File: src/rtl/qr_pkg.sv
// Shared QR datapath definitions: default widths, FSM state encoding shared by
// the iterative arithmetic units (Multiply/Divide), and saturation limits.
package qr_pkg;

  localparam int unsigned QR_I_DATA_W = 16;
  localparam int unsigned QR_O_DATA_W = 16;
  localparam int unsigned QR_FRAC_W   = 12;

  // Saturation limits for the default result width
  localparam logic signed [QR_O_DATA_W-1:0] QR_SAT_MAX = {1'b0, {(QR_O_DATA_W-1){1'b1}}};
  localparam logic signed [QR_O_DATA_W-1:0] QR_SAT_MIN = {1'b1, {(QR_O_DATA_W-1){1'b0}}};

  // Handshake FSM shared by the iterative units
  typedef enum logic [1:0] {
    ST_IDLE = 2'd0,
    ST_CALC = 2'd1,
    ST_NORM = 2'd2,
    ST_DONE = 2'd3
  } qr_state_t;

endpackage

File: src/rtl/round_sat.sv
// round_sat: combinational fixed-point renormalisation of an unsigned magnitude.
// Rounds half away from zero while dropping FRAC_W bits, applies the sign and
// saturates to the signed O_DATA_W range.
//  i_mag       in   IN_W      unsigned magnitude with 2*FRAC_W fractional bits
//  i_neg       in   1         result is negative
//  o_result_c  out  O_DATA_W  signed, rounded, saturated result (combinational)
module round_sat #(
  parameter int unsigned IN_W     = 32,
  parameter int unsigned O_DATA_W = 16,
  parameter int unsigned FRAC_W   = 12
) (
  input  logic [IN_W-1:0]            i_mag,
  input  logic                       i_neg,
  output logic signed [O_DATA_W-1:0] o_result_c
);

  localparam int unsigned SUM_W = IN_W + 1;

  localparam logic [SUM_W-1:0] HALF_LSB = SUM_W'(1) << (FRAC_W - 1);
  localparam logic [SUM_W-1:0] POS_LIM  = SUM_W'({(O_DATA_W-1){1'b1}});
  localparam logic [SUM_W-1:0] NEG_LIM  = POS_LIM + SUM_W'(1);

  localparam logic signed [O_DATA_W-1:0] SAT_MAX = {1'b0, {(O_DATA_W-1){1'b1}}};
  localparam logic signed [O_DATA_W-1:0] SAT_MIN = {1'b1, {(O_DATA_W-1){1'b0}}};

  logic [SUM_W-1:0]    w_sum;
  logic [SUM_W-1:0]    w_mag;
  logic [O_DATA_W-1:0] w_trunc;

  // Rounding on the magnitude gives round-half-away-from-zero after the sign is applied
  assign w_sum   = {1'b0, i_mag} + HALF_LSB;
  assign w_mag   = w_sum >> FRAC_W;
  assign w_trunc = O_DATA_W'(w_mag);

  always_comb begin
    o_result_c = SAT_MAX;
    if (i_neg) begin
      if (w_mag > NEG_LIM) o_result_c = SAT_MIN;
      else                 o_result_c = signed'(~w_trunc + O_DATA_W'(1));
    end else begin
      if (w_mag > POS_LIM) o_result_c = SAT_MAX;
      else                 o_result_c = signed'(w_trunc);
    end
  end

endmodule

File: src/rtl/seq_multiply.sv
// seq_multiply: iterative signed fixed-point multiplier (radix-2 shift-add on
// magnitudes), same en/fin handshake as the Divide unit.
//  i_clk    in   1         clock, rising edge
//  i_rst_n  in   1         asynchronous reset, active low
//  en       in   1         start request, sampled in IDLE or DONE
//  a        in   I_DATA_W  signed multiplicand
//  b        in   I_DATA_W  signed multiplier
//  fin      out  1         one-cycle result-valid pulse
//  result   out  O_DATA_W  signed product, held until the next completion
module seq_multiply
  import qr_pkg::*;
#(
  parameter int unsigned I_DATA_W = QR_I_DATA_W,
  parameter int unsigned O_DATA_W = QR_O_DATA_W,
  parameter int unsigned FRAC_W   = QR_FRAC_W
) (
  input  logic                       i_clk,
  input  logic                       i_rst_n,
  input  logic                       en,
  input  logic signed [I_DATA_W-1:0] a,
  input  logic signed [I_DATA_W-1:0] b,
  output logic                       fin,
  output logic signed [O_DATA_W-1:0] result
);

  localparam int unsigned CNT_W = $clog2(I_DATA_W);
  localparam int unsigned ACC_W = 2 * I_DATA_W;

  qr_state_t                  r_state, w_state_nxt;
  logic [CNT_W-1:0]           r_cnt, w_cnt_nxt;
  logic [ACC_W-1:0]           r_acc, w_acc_nxt;
  logic [I_DATA_W-1:0]        r_a_mag, w_a_mag_nxt;
  logic [I_DATA_W-1:0]        r_b_mag, w_b_mag_nxt;
  logic                       r_sign, w_sign_nxt;
  logic                       r_fin, w_fin_nxt;
  logic signed [O_DATA_W-1:0] r_result, w_result_nxt;

  logic [I_DATA_W-1:0]        w_a_abs, w_b_abs;
  logic signed [O_DATA_W-1:0] w_rs_result;

  // Unsigned magnitudes: the most negative operand maps exactly to 2^(W-1)
  assign w_a_abs = a[I_DATA_W-1] ? (~a + I_DATA_W'(1)) : a;
  assign w_b_abs = b[I_DATA_W-1] ? (~b + I_DATA_W'(1)) : b;

  round_sat #(
    .IN_W     (ACC_W),
    .O_DATA_W (O_DATA_W),
    .FRAC_W   (FRAC_W)
  ) u_round_sat (
    .i_mag      (r_acc),
    .i_neg      (r_sign),
    .o_result_c (w_rs_result)
  );

  // State and datapath registers
  always_ff @(posedge i_clk or negedge i_rst_n) begin
    if (!i_rst_n) begin
      r_state  <= ST_IDLE;
      r_cnt    <= '0;
      r_acc    <= '0;
      r_a_mag  <= '0;
      r_b_mag  <= '0;
      r_sign   <= 1'b0;
      r_fin    <= 1'b0;
      r_result <= '0;
    end else begin
      r_state  <= w_state_nxt;
      r_cnt    <= w_cnt_nxt;
      r_acc    <= w_acc_nxt;
      r_a_mag  <= w_a_mag_nxt;
      r_b_mag  <= w_b_mag_nxt;
      r_sign   <= w_sign_nxt;
      r_fin    <= w_fin_nxt;
      r_result <= w_result_nxt;
    end
  end

  // Next-state and datapath update
  always_comb begin
    w_state_nxt  = r_state;
    w_cnt_nxt    = r_cnt;
    w_acc_nxt    = r_acc;
    w_a_mag_nxt  = r_a_mag;
    w_b_mag_nxt  = r_b_mag;
    w_sign_nxt   = r_sign;
    w_fin_nxt    = 1'b0;
    w_result_nxt = r_result;

    unique case (r_state)
      ST_IDLE, ST_DONE: begin
        if (en) begin
          w_a_mag_nxt = w_a_abs;
          w_b_mag_nxt = w_b_abs;
          w_sign_nxt  = a[I_DATA_W-1] ^ b[I_DATA_W-1];
          w_acc_nxt   = '0;
          w_cnt_nxt   = '0;
          w_state_nxt = ST_CALC;
        end else begin
          w_state_nxt = ST_IDLE;
        end
      end
      ST_CALC: begin
        if (r_b_mag[r_cnt]) w_acc_nxt = r_acc + (ACC_W'(r_a_mag) << r_cnt);
        w_cnt_nxt = r_cnt + CNT_W'(1);
        if (r_cnt == CNT_W'(I_DATA_W - 1)) w_state_nxt = ST_NORM;
      end
      ST_NORM: begin
        w_result_nxt = w_rs_result;
        w_fin_nxt    = 1'b1;
        w_state_nxt  = ST_DONE;
      end
      default: w_state_nxt = ST_IDLE;
    endcase
  end

  assign fin    = r_fin;
  assign result = r_result;

endmodule

File: config.mk
export PLATFORM = sky130hd
export DESIGN_NAME = seq_multiply
export DESIGN_NICKNAME = d
export VERILOG_FILES = /design/src/rtl/qr_pkg.sv /design/src/rtl/round_sat.sv /design/src/rtl/seq_multiply.sv
export SDC_FILE = /design/constraint.sdc
export NUM_CORES = 1
export LEC_CHECK = 0
export ABC_AREA = 1
export BUFFER_PORTS_ARGS = -buffer_cell sky130_fd_sc_hd__buf_2
export CELL_PAD_IN_SITES_DETAIL_PLACEMENT = 1
export CELL_PAD_IN_SITES_GLOBAL_PLACEMENT = 2
export CORE_ASPECT_RATIO = 0.6
export CORE_MARGIN = 4
export CORE_UTILIZATION = 37
export DETAILED_ROUTE_END_ITERATION = 16
export PLACE_DENSITY_LB_ADDON = 0.1
export SYNTH_ARGS = -nofsm -noshare
export SYNTH_HDL_FRONTEND = slang
export SYNTH_SLANG_ARGS = --single-unit
File: constraint.sdc
create_clock -name i_clk -period 6.5 [get_ports i_clk]
set_input_delay 0.325 -clock i_clk [delete_from_list [all_inputs] [get_ports i_clk]]
set_output_delay 0.325 -clock i_clk [all_outputs]
set_load 0.02 [all_outputs]
After elaboration in Yosys (flattened, before gate mapping). Cells that the tools add are included.

Bitwise logic cells: 4. Reduce and logical (&&, ||, !) cells: 6. Add/subtract/negate cells: 6. Equality and inequality tests: 7. Mux-type cells: 16. Shift operators: 1. Order comparisons: 3.

Operators by type and width (number): 2-to-1 mux 16 bit (5); 2-to-1 mux 32 bit (2); one-hot mux 32 bit (2 select lines) (1); inverter 16 bit (3); adder 32 x 12 -> 33 bit (second input constant) (1); adder 16 x 2 -> 16 bit (second input constant) (2); adder 32 bit (1); left shift 16 x 4 -> 32 bit (1); > comparator 21 x 15 -> 1 bit (second input constant) (1); > comparator 21 x 16 -> 1 bit (second input constant) (1); adder 16 x 1 -> 16 bit (second input constant) (1); one-hot mux 4 bit (2 select lines) (1); inequality test 2 bit (second input constant) (3); one-hot mux 2 bit (3 select lines) (1); < comparator 4 x 5 -> 1 bit (second input constant) (1); adder 4 x 1 -> 4 bit (second input constant) (1); binary-select mux 1 bit (select 4 bit) (1); == test 2 bit (second input constant) (2); == test 4 bit (second input constant) (1); 2-to-1 mux 4 bit (1); AND reduction 2 bit (2); 2-to-1 mux 1 bit (3); AND reduction 3 bit (1); == test 2 x 1 -> 1 bit (second input constant) (1); other kinds (5) (5).

Register bits after elaboration: 88. Bits of input ports: 35.

Depth between registers and ports, before layout. Gate-level depths: netlist of the first run.

Word-level depth: 5. Gate-level depth with buffers: 24. Gate-level depth less buffers: 22.

Hierarchy. A second synthesis of the first run with hierarchy kept.

Cell total of the unflattened synthesis: 1383. Area, all modules: 8630.8 µm².

By module, submodules not included: seq_multiply (area each 7006.7 µm², seq. area each 2202.1 µm², cells an instance 1052, times used 1); round_sat (area each 1624.1 µm², seq. area each 0.0 µm², cells an instance 331, times used 1).

Least setup slack after synthesis of the first run. OpenSTA, ideal clock, no wires.

Kind: reg2reg. From: register r_cnt[0]. To: register r_acc[27]. Stages on the path, launching flop included: 18. Path buffers: 2. Path slack: 3.508 ns. Arrival: 2.865 ns. Path through: dfrtp_1 > buf_2 > buf_1 > mux2i_1 > nand2_1 > o21ai_0 > nor2_1 > a41oi_1 > o21ai_0 > ha_1 > nand2_1 > nor4_1 > nand3_1 > nand3_1 > a21o_1 > nand2_1 > nand2_1 > o21ai_0.

Cells in the longest elaborated chain, start to end: 4.

RTL lines: start: declaration (RTL line seq_multiply.sv:30) `logic [CNT_W-1:0] r_cnt, w_cnt_nxt;`; start signal: assignment (RTL line seq_multiply.sv:68) `r_cnt <= w_cnt_nxt;`; left shift 16 x 4 -> 32 bit or binary-select mux 1 bit (select 4 bit) (tied branches) (RTL line seq_multiply.sv:103) `if (r_b_mag[r_cnt]) w_acc_nxt = r_acc + (ACC_W'(r_a_mag) << r_cnt);`; adder 32 bit or 2-to-1 mux 1 bit (tied branches) (RTL line seq_multiply.sv:103); 2-to-1 mux 32 bit or inequality test 2 bit (tied branches); one-hot mux 32 bit (2 select lines) or AND reduction 3 bit (tied branches); end signal: assignment (RTL line seq_multiply.sv:69) `r_acc <= w_acc_nxt;`; end: declaration (RTL line seq_multiply.sv:31) `logic [ACC_W-1:0] r_acc, w_acc_nxt;`.

Several ways; a longest one is shown, not always the timed one. The select of a mux whose other input is x is not followed. A chain may end at the register's enable or synchronous reset.

Worst setup path after layout of the first run.
From: register r_cnt[1]. To: register r_acc[30].

Same word-level chain as after synthesis.

==> results of run 1 <==
==> cell families (layout without fill, tap and decap cells) <==
kind of cell	after synthesis	in the layout	share of synthesized area (%)
AOI/OAI and AO/OA	254	254	17.2
xor gates and xnor gates	48	48	5.45
adders and majority gates	40	40	6.30
buffers and inverters	154	189	7.70
DFF	88	88	27.3
muxes	1	1	0.124
and+or+nand+nor	668	668	35.9
==> Yosys cell counts (13+ instances only) <==
cell type	instances	share of area, %
nand2_1	367	17
o21ai_0	151	9.4
nor2_1	148	6.9
inv_1	106	4.9
dfrtp_1	88	27
nand3_1	61	3.8
a21oi_1	60	3.7
ha_1	39	6.1
xor2_1	32	3.5
clkbuf_1	19	0.88
nand4_1	18	1.4
nor3_1	15	0.93
xnor2_1	15	1.6
nand2_2	13	1.0
==> final timing paths <==
path,start,end,slack [ns],depth (start not counted)
worst min register to register,r_b_mag[0]$_DFFE_PN0P_,r_b_mag[0]$_DFFE_PN0P_,0.48,2
min in group asynchronous,i_rst_n,r_acc[1]$_DFFE_PN0P_,0.44,2
worst max register to register,r_cnt[1]$_DFFE_PN0P_,r_acc[30]$_DFFE_PN0P_,2.37,14
max in group asynchronous,i_rst_n,r_sign$_DFFE_PN0P_,4.89,3
worst min-delay path,a[13],r_a_mag[13]$_DFFE_PN0P_,0.28,3
worst max-delay path,r_cnt[1]$_DFFE_PN0P_,r_acc[30]$_DFFE_PN0P_,2.37,14
==> metrics by stage <==
stage | utilization (%) | hold slack, ns | setup WS (ns) | instance area (µm²) | total power, mW
after floorplan | - | 0.0294 | 3.51 | 8060 | 2.76
after global placement | 40.3 | 0.300 | 2.48 | 8530 | 3.45
after detailed placement | 40.3 | 0.299 | 2.47 | 8530 | 3.49
after CTS | 42.0 | 0.267 | 2.44 | 8890 | 4.17
after global routing | 42.0 | 0.288 | 1.90 | 8890 | 4.56
final | 42.0 | 0.277 | 2.37 | 8890 | 4.16
==> worst max-delay path: stages (launching register included) <==
cell     delay (ns)
dfrtp_1        0.77
inv_1          0.53
o21ai_0        0.38
nand2_1        0.13
nand3_1        0.12
o21ai_0        0.17
ha_1           0.42
nand2_1        0.18
nor2_1         0.21
inv_1          0.09
nor3_1         0.45
nand4_1        0.23
nand3_1        0.13
nand2_1        0.06
o21ai_0        0.17
==> per-layer routing <==
metal	wire length (µm)	part of all wire (%)	GRT usage (%)
met2	10800	39	32.1
met5	0	0	0
met4	141	0.50	3.03
met1	16000	57	39.2
met3	1040	3.7	3.87
==> flip-flops by register name, indices dropped and copies added, names as in the netlist <==
| name | count |
|---|---|
| r_state | 2 |
| fin | 1 |
| r_acc | 32 |
| r_cnt | 4 |
| r_a_mag | 16 |
| r_sign | 1 |
| r_b_mag | 16 |
| result | 16 |
==> layout make-up <==
class,instances,area [µm²]
Sequential cell,88,2200
Clock inverter,7,124
Timing Repair Buffer,59,320
Tap cell,279,349
Clock buffer,9,225
Inverter,114,428
Multi-Input combinational cell,1011,5240
Fill cell,2831,12300
==> power by group <==
part	leakage (nW)	total (mW)	switching [mW]	internal (mW)
clock	0.167	0.636	0.256	0.380
sequential	1.14	0.933	0.183	0.750
combinational	2.96	2.59	1.75	0.843
total	4.27	4.16	2.19	1.97
==> results, run 1 <==
- The total iterations of the first detailed-routing run is 5.
- The flow ran to the end, and the final reports show no timing, DRC or antenna violations.
- The post-CTS setup-driven buffer insertion count is 0.
- The minimum clock period is 4.13 ns.
- The final HPWL from detailed placement is 22.2 mm.
- The repair_antennas step left the layout with diodes totalling 0.
- In this run the number of H-tree levels came out at 3.
- The net count after synthesis is roughly 1300.
- The final standard cell count with taps included and fillers excluded is 1567.
- The tightest min-delay check is of the input port to register type.
- The area of the mapped netlist is ~8100 µm².
- The number of input and output port buffers inserted is 51.
- Global routing finished with a remaining overflow of 0.
- The final weighted congestion in routability-driven placement is approximately 0.9.
- The count of final hold-check violations is 0.
- The most frequently used flop master after synthesis is dfrtp_1.
- The slew at the pin with the worst max-slew slack is around 0.8 ns.
- The critical path is of the register to register type.
- In this run the remaining antenna-violating nets after routing total 0.
- The register clock-pin slew on the reported worst setup and hold paths is approximately 0.070 ns.
- Dividing the detail-routed wire length by the instance count gives roughly 18 µm.
- The number of antenna violations at the first check in global routing is 0.
- Max-cap violations in this run came to 0.
- Setup repair after global routing left no endpoint under its margin.
- The area overhead of the layout relative to synthesis is 10.3%.
- The share of the clock period used by the worst path after layout is roughly 63%.
- The routed design has ~28 mm of wire.
- For this run, the total global-route usage over all layers was measured as between 20% and 30%.
- The die outline height is approximately 120 µm.
- The library cells used most frequently in the layout, excluding fill and tap cells, are 366 x nand2_1, 151 x o21ai_0, 148 x nor2_1, 106 x inv_1, 88 x dfrtp_1.
- The max-slew violation total from the final report is 0.
- The TritonCTS clock tree is done.
- The total CTS buffers is 9.
- The library cell used most frequently in the layout, excluding fill and tap cells, is nand2_1.
- The maximum fanout encountered on the critical timing path is 25.
- The overall via count from detail_route is 8322.
- The DRC violation total after the first TritonRoute iteration is a little under 500.
- The final layout contains 1358 nets.
- The number of ports placed on the die boundary is between 50 and 60.
- In this run, synthesis produced a sequential element count of 88.
- The instance count after placement with tap cells included is ~1600.
- The number of gates resized after CTS was 0.
- The tree built by TritonCTS fans out to 88 sinks.
- Entering global routing, the biggest net connects 63 pins.
- Once the floorplan was initialized, standard cells occupied between 30% and 40% of the core.
- The Yosys step of the flow raised 0 warnings.
- The area inside the core boundary is 21200 µm².
- The post-synthesis instance total is roughly 1300.
- For this run, design rule violations remaining after detail routing come to 0.
- Setup total negative slack on the finished layout was measured at 0 ns.
- The number of setup violations in the final report is 0.
- Yosys mapped a number of flops with a built-in enable equal to 0.
- Cells with a size suffix above 1 make up ~11% of the layout.
- The synthesized area per cell is approximately 6.4 µm².
- The worst pin sits at a relative slew slack of 45.2%.
- The first global-routing pass estimated around 45 mm of wire.
- In this run the power density over the cells is 468 nW/µm².
- The arrival time reported for the critical path endpoint is 4.41 ns.
- The floorplan step defined a die boundary enclosing about 24000 µm².
- The maximum buffer depth of the clock tree is 2.
- The worst setup path is captured at a register.
- The via count of the first global-routing pass is approximately 8100.
- STA puts the critical path data required time at slightly below 7 ns.
- The element type at the critical path start is a register.
- In this run the clock root is driven by a clkbuf_16.
- The number of hold buffers added after CTS is 1.
- Counting flops with an async set or reset pin after synthesis yields a share of 100%.
- The width of the chip is between 150 and 200 µm.
- The post-detailed-route via-to-cell ratio is 5.31.
- Static timing analysis puts the maximum clock frequency at 242 MHz.
- The post-synthesis sequential area ratio is between 20% and 30%.
- The later pin in the worst-skew pair is clocked with a latency of roughly 0.37 ns.
- The initialized floorplan defines 41 standard-cell rows.
- For the final database, setup skew stands at ~0.013 ns.
- The analysis attributes to cell leakage a power of between 4 and 5 nW.
- The number of library cell types mapped by synthesis is 46.
- VDD sags by at most 0.244 mV.
No activity file was read; power rests on OpenSTA's default activity.
==> run 2: changes to the inputs <==
CORE_UTILIZATION = 34   (was 37)
clock period = 3.9 ns   (was 6.5 ns; I/O delays follow)
==> run 2 against run 1 <==
Via count shrank 0.11%. Global-route usage fell by 1.6 points. Clock-buffer cell count unchanged. Die area increased by 8.3%. Maximum frequency is 15% higher. Critical path type unchanged.
==> results, run 2 (same netlist as run 1, synthesis figures left out) <==
- Status: finished clean (unchanged).
- The DRC violation total after the first TritonRoute iteration came to 520 (was 481).
- Commonest non-fill, non-tap cells in the layout: 366 x nand2_1, 150 x o21ai_0, 148 x nor2_1, 106 x inv_1, 88 x dfrtp_1 (was 366 x nand2_1, 151 x o21ai_0, 148 x nor2_1, 106 x inv_1, 88 x dfrtp_1).
- The TritonCTS clock tree is done (unchanged).
- The total CTS buffers was 9 (unchanged).
- The endpoint class of the critical path is a register (unchanged).
- The total number of clock tree sinks is 88 (unchanged).
- The leakage power total was 4.28 nW (was 4.27 nW).
- The highest clock frequency the design can meet was 279 MHz (was 242 MHz).
- The overall via count from detail_route is 8313 (was 8322).
- The number of setup violations in the final report was 0 (unchanged).
- The number of antenna violations at the first check in global routing is 0 (unchanged).
- The data required time of the worst path came to 4.15 ns (was 6.78 ns).
- The max-slew headroom at the worst pin came to 39.1% (was 45.2%).
- The via count of the first global-routing pass is 8257 (was 8082).
- The root buffer selected by CTS is clkbuf_16 (unchanged).
- The post-route setup TNS came to 0 ns (unchanged).
- Setup repair after global routing missed its margin: false (unchanged).
- The post-detailed-route via-to-cell ratio was 5.17 (was 5.31).
- The register with the most flip-flops is r_acc (unchanged).
- The die outline height came to 127 µm (was 122 µm).
- The slew at the pin with the worst max-slew slack is 0.913 ns (was 0.822 ns).
- The clock latency of the later-clocked register in the worst-skew pair is 0.38 ns (was 0.37 ns).
- The count of final hold-check violations came to 0 (unchanged).
- The deepest level of the CTS H-tree is 3 (unchanged).
- The post-placement setup slack is 0.273 ns (was 2.47 ns).
- The final HPWL from detailed placement is 22.3 mm (was 22.2 mm).
- The number of input and output port buffers inserted came to 51 (unchanged).
- The final core utilization was 38.6% (was 42.0%).
- The category of the critical setup timing path was register to register (unchanged).
- The aggregate routed wire length is 28.0 mm (about the same).
- The arrival time reported for the critical path endpoint came to 3.83 ns (was 4.41 ns).
- The post-route antenna net violation count is 0 (unchanged).
- The pin count of the biggest net entering global routing was 66 (was 63).
- The area inside the core boundary came to 23200 µm² (was 21200 µm²).
- The overall power consumption was 6.83 mW (was 4.16 mW).
- The path type of the worst min-delay path is input port to register (unchanged).
- The worst-case clock skew came to 0.0124 ns (was 0.0134 ns).
- The final weighted congestion in routability-driven placement came to 0.900 (was 0.925).
- The total routing usage reported by global routing came to 22.0% (was 23.6%).
- The maximum fanout encountered on the critical timing path is 33 (was 25).
- The DRC violation count after routing is 0 (unchanged).
- The peak supply drop came to 0.430 mV (was 0.244 mV).
- The most frequent standard cell in the layout excluding fill and tap cells is nand2_1 (unchanged).
- The placed standard-cell area was 8610 µm² (was 8530 µm²).
- The power density normalized to cell area came to 763 nW/µm² (was 468 nW/µm²).
- The total global routing overflow is 0 (unchanged).
- The minimum clock period was 3.58 ns (was 4.13 ns).
- The number of flip-flops under the largest register name was 32 (unchanged).
- The element type at the critical path start is a register (unchanged).
- The share of cells above drive strength 1 is 11.4% (was 11.0%).
- The final setup slack of the worst path is 0.318 ns (was 2.37 ns).
- The area overhead of the layout relative to synthesis is 11.0% (was 10.3%).
- The register clock-pin slew on the reported worst setup and hold paths was 0.07 ns (about the same).
- The total non-filler cell area in the finished layout came to 8950 µm² (was 8890 µm²).
- The number of core rows is 43 (was 41).
- The instance count after placement with tap cells included was 1591 (was 1550).
- The wire length per cell after detailed routing is 17.4 µm (was 17.9 µm).
- The number of ports placed on the die boundary came to 52 (unchanged).
- The final worst hold slack is 0.124 ns (was 0.277 ns).
- The final standard cell count with taps included and fillers excluded is 1608 (was 1567).
- The global-route wire length before repair was 46.0 mm (was 45.3 mm).
- The maximum buffer depth of the clock tree came to 2 (unchanged).
- The area of the die is 26300 µm² (was 24300 µm²).
- The total iterations of the first detailed-routing run is 5 (unchanged).
- The post-CTS setup-driven buffer insertion count came to 0 (unchanged).
- The share of the clock period used by the worst path after layout came to 91.8% (was 63.5%).
- The max-slew violation total from the final report is 0 (unchanged).
- The width of the chip came to 207 µm (was 199 µm).
- The starting utilization of the core area is 34.8% (was 38.1%).
- The total inserted antenna cells was 0 (unchanged).
- The number of nets in the finished design was 1363 (was 1358).
- The max-capacitance violation count came to 0 (unchanged).
run 2: changes by cell type in the layout (fill, tap and decap cells not counted), sizes merged:
cell	previous run	this run
buf	58	63
bufinv	3	2
clkinvlp	1	2
run 2: layer usage:
metal	vias up	global-route usage [%]	part of all wire (%)
met3	13	3.75	3.3
met1	4010	36.4	58
li1	4176	-	-
met2	114	30.0	38
met4	0	3.15	0.58
met5	-	0	0
run 2: final timing paths:
path,start,endpoint,slack [ns],cells past startpoint
worst max-delay path,r_cnt[0]$_DFFE_PN0P_,r_acc[27]$_DFFE_PN0P_,0.32,16
worst min-delay path,a[0],r_a_mag[0]$_DFFE_PN0P_,0.12,3
worst max register to register,r_cnt[0]$_DFFE_PN0P_,r_acc[27]$_DFFE_PN0P_,0.32,16
worst min register to register,result[0]$_DFFE_PN0P_,result[0]$_DFFE_PN0P_,0.49,2
max in group asynchronous,i_rst_n,result[9]$_DFFE_PN0P_,2.50,3
min in group asynchronous,i_rst_n,r_acc[2]$_DFFE_PN0P_,0.49,2
run 2: power breakdown:
group | internal [mW] | switching [mW] | total (mW)
logic | 1.42 | 2.83 | 4.26
clock network | 0.568 | 0.438 | 1.01
registers | 1.25 | 0.322 | 1.57
total | 3.24 | 3.59 | 6.83
run 2: cell type report:
| type | count | area, µm² |
|---|---|---|
| Multi-Input combinational cell | 1011 | 5240 |
| Sequential cell | 88 | 2200 |
| Inverter | 114 | 428 |
| Timing Repair Buffer | 64 | 358 |
| Clock buffer | 9 | 225 |
| Fill cell | 3080 | 14200 |
| Clock inverter | 7 | 101 |
| Tap cell | 315 | 394 |
run 2: what timing repair did:
action | CTS | global route
resized for setup | 0 | 1
hold endpoints to repair | 43 | 0
hold buffers | 1 | 0
setup endpoints to repair | 0 | 4
run 2: critical path: stages (launching register included):
cell	delay, ns
dfrtp_1	0.35
buf_4	0.32
mux2i_1	0.31
nand2_1	0.07
o21ai_0	0.15
o21ai_0	0.19
nand2_1	0.08
o21ai_0	0.19
ha_1	0.45
nand2_1	0.14
nor4_1	0.53
nand3_1	0.14
nand3_1	0.17
a21o_1	0.16
nand2_1	0.05
nand2_1	0.05
o21ai_0	0.09
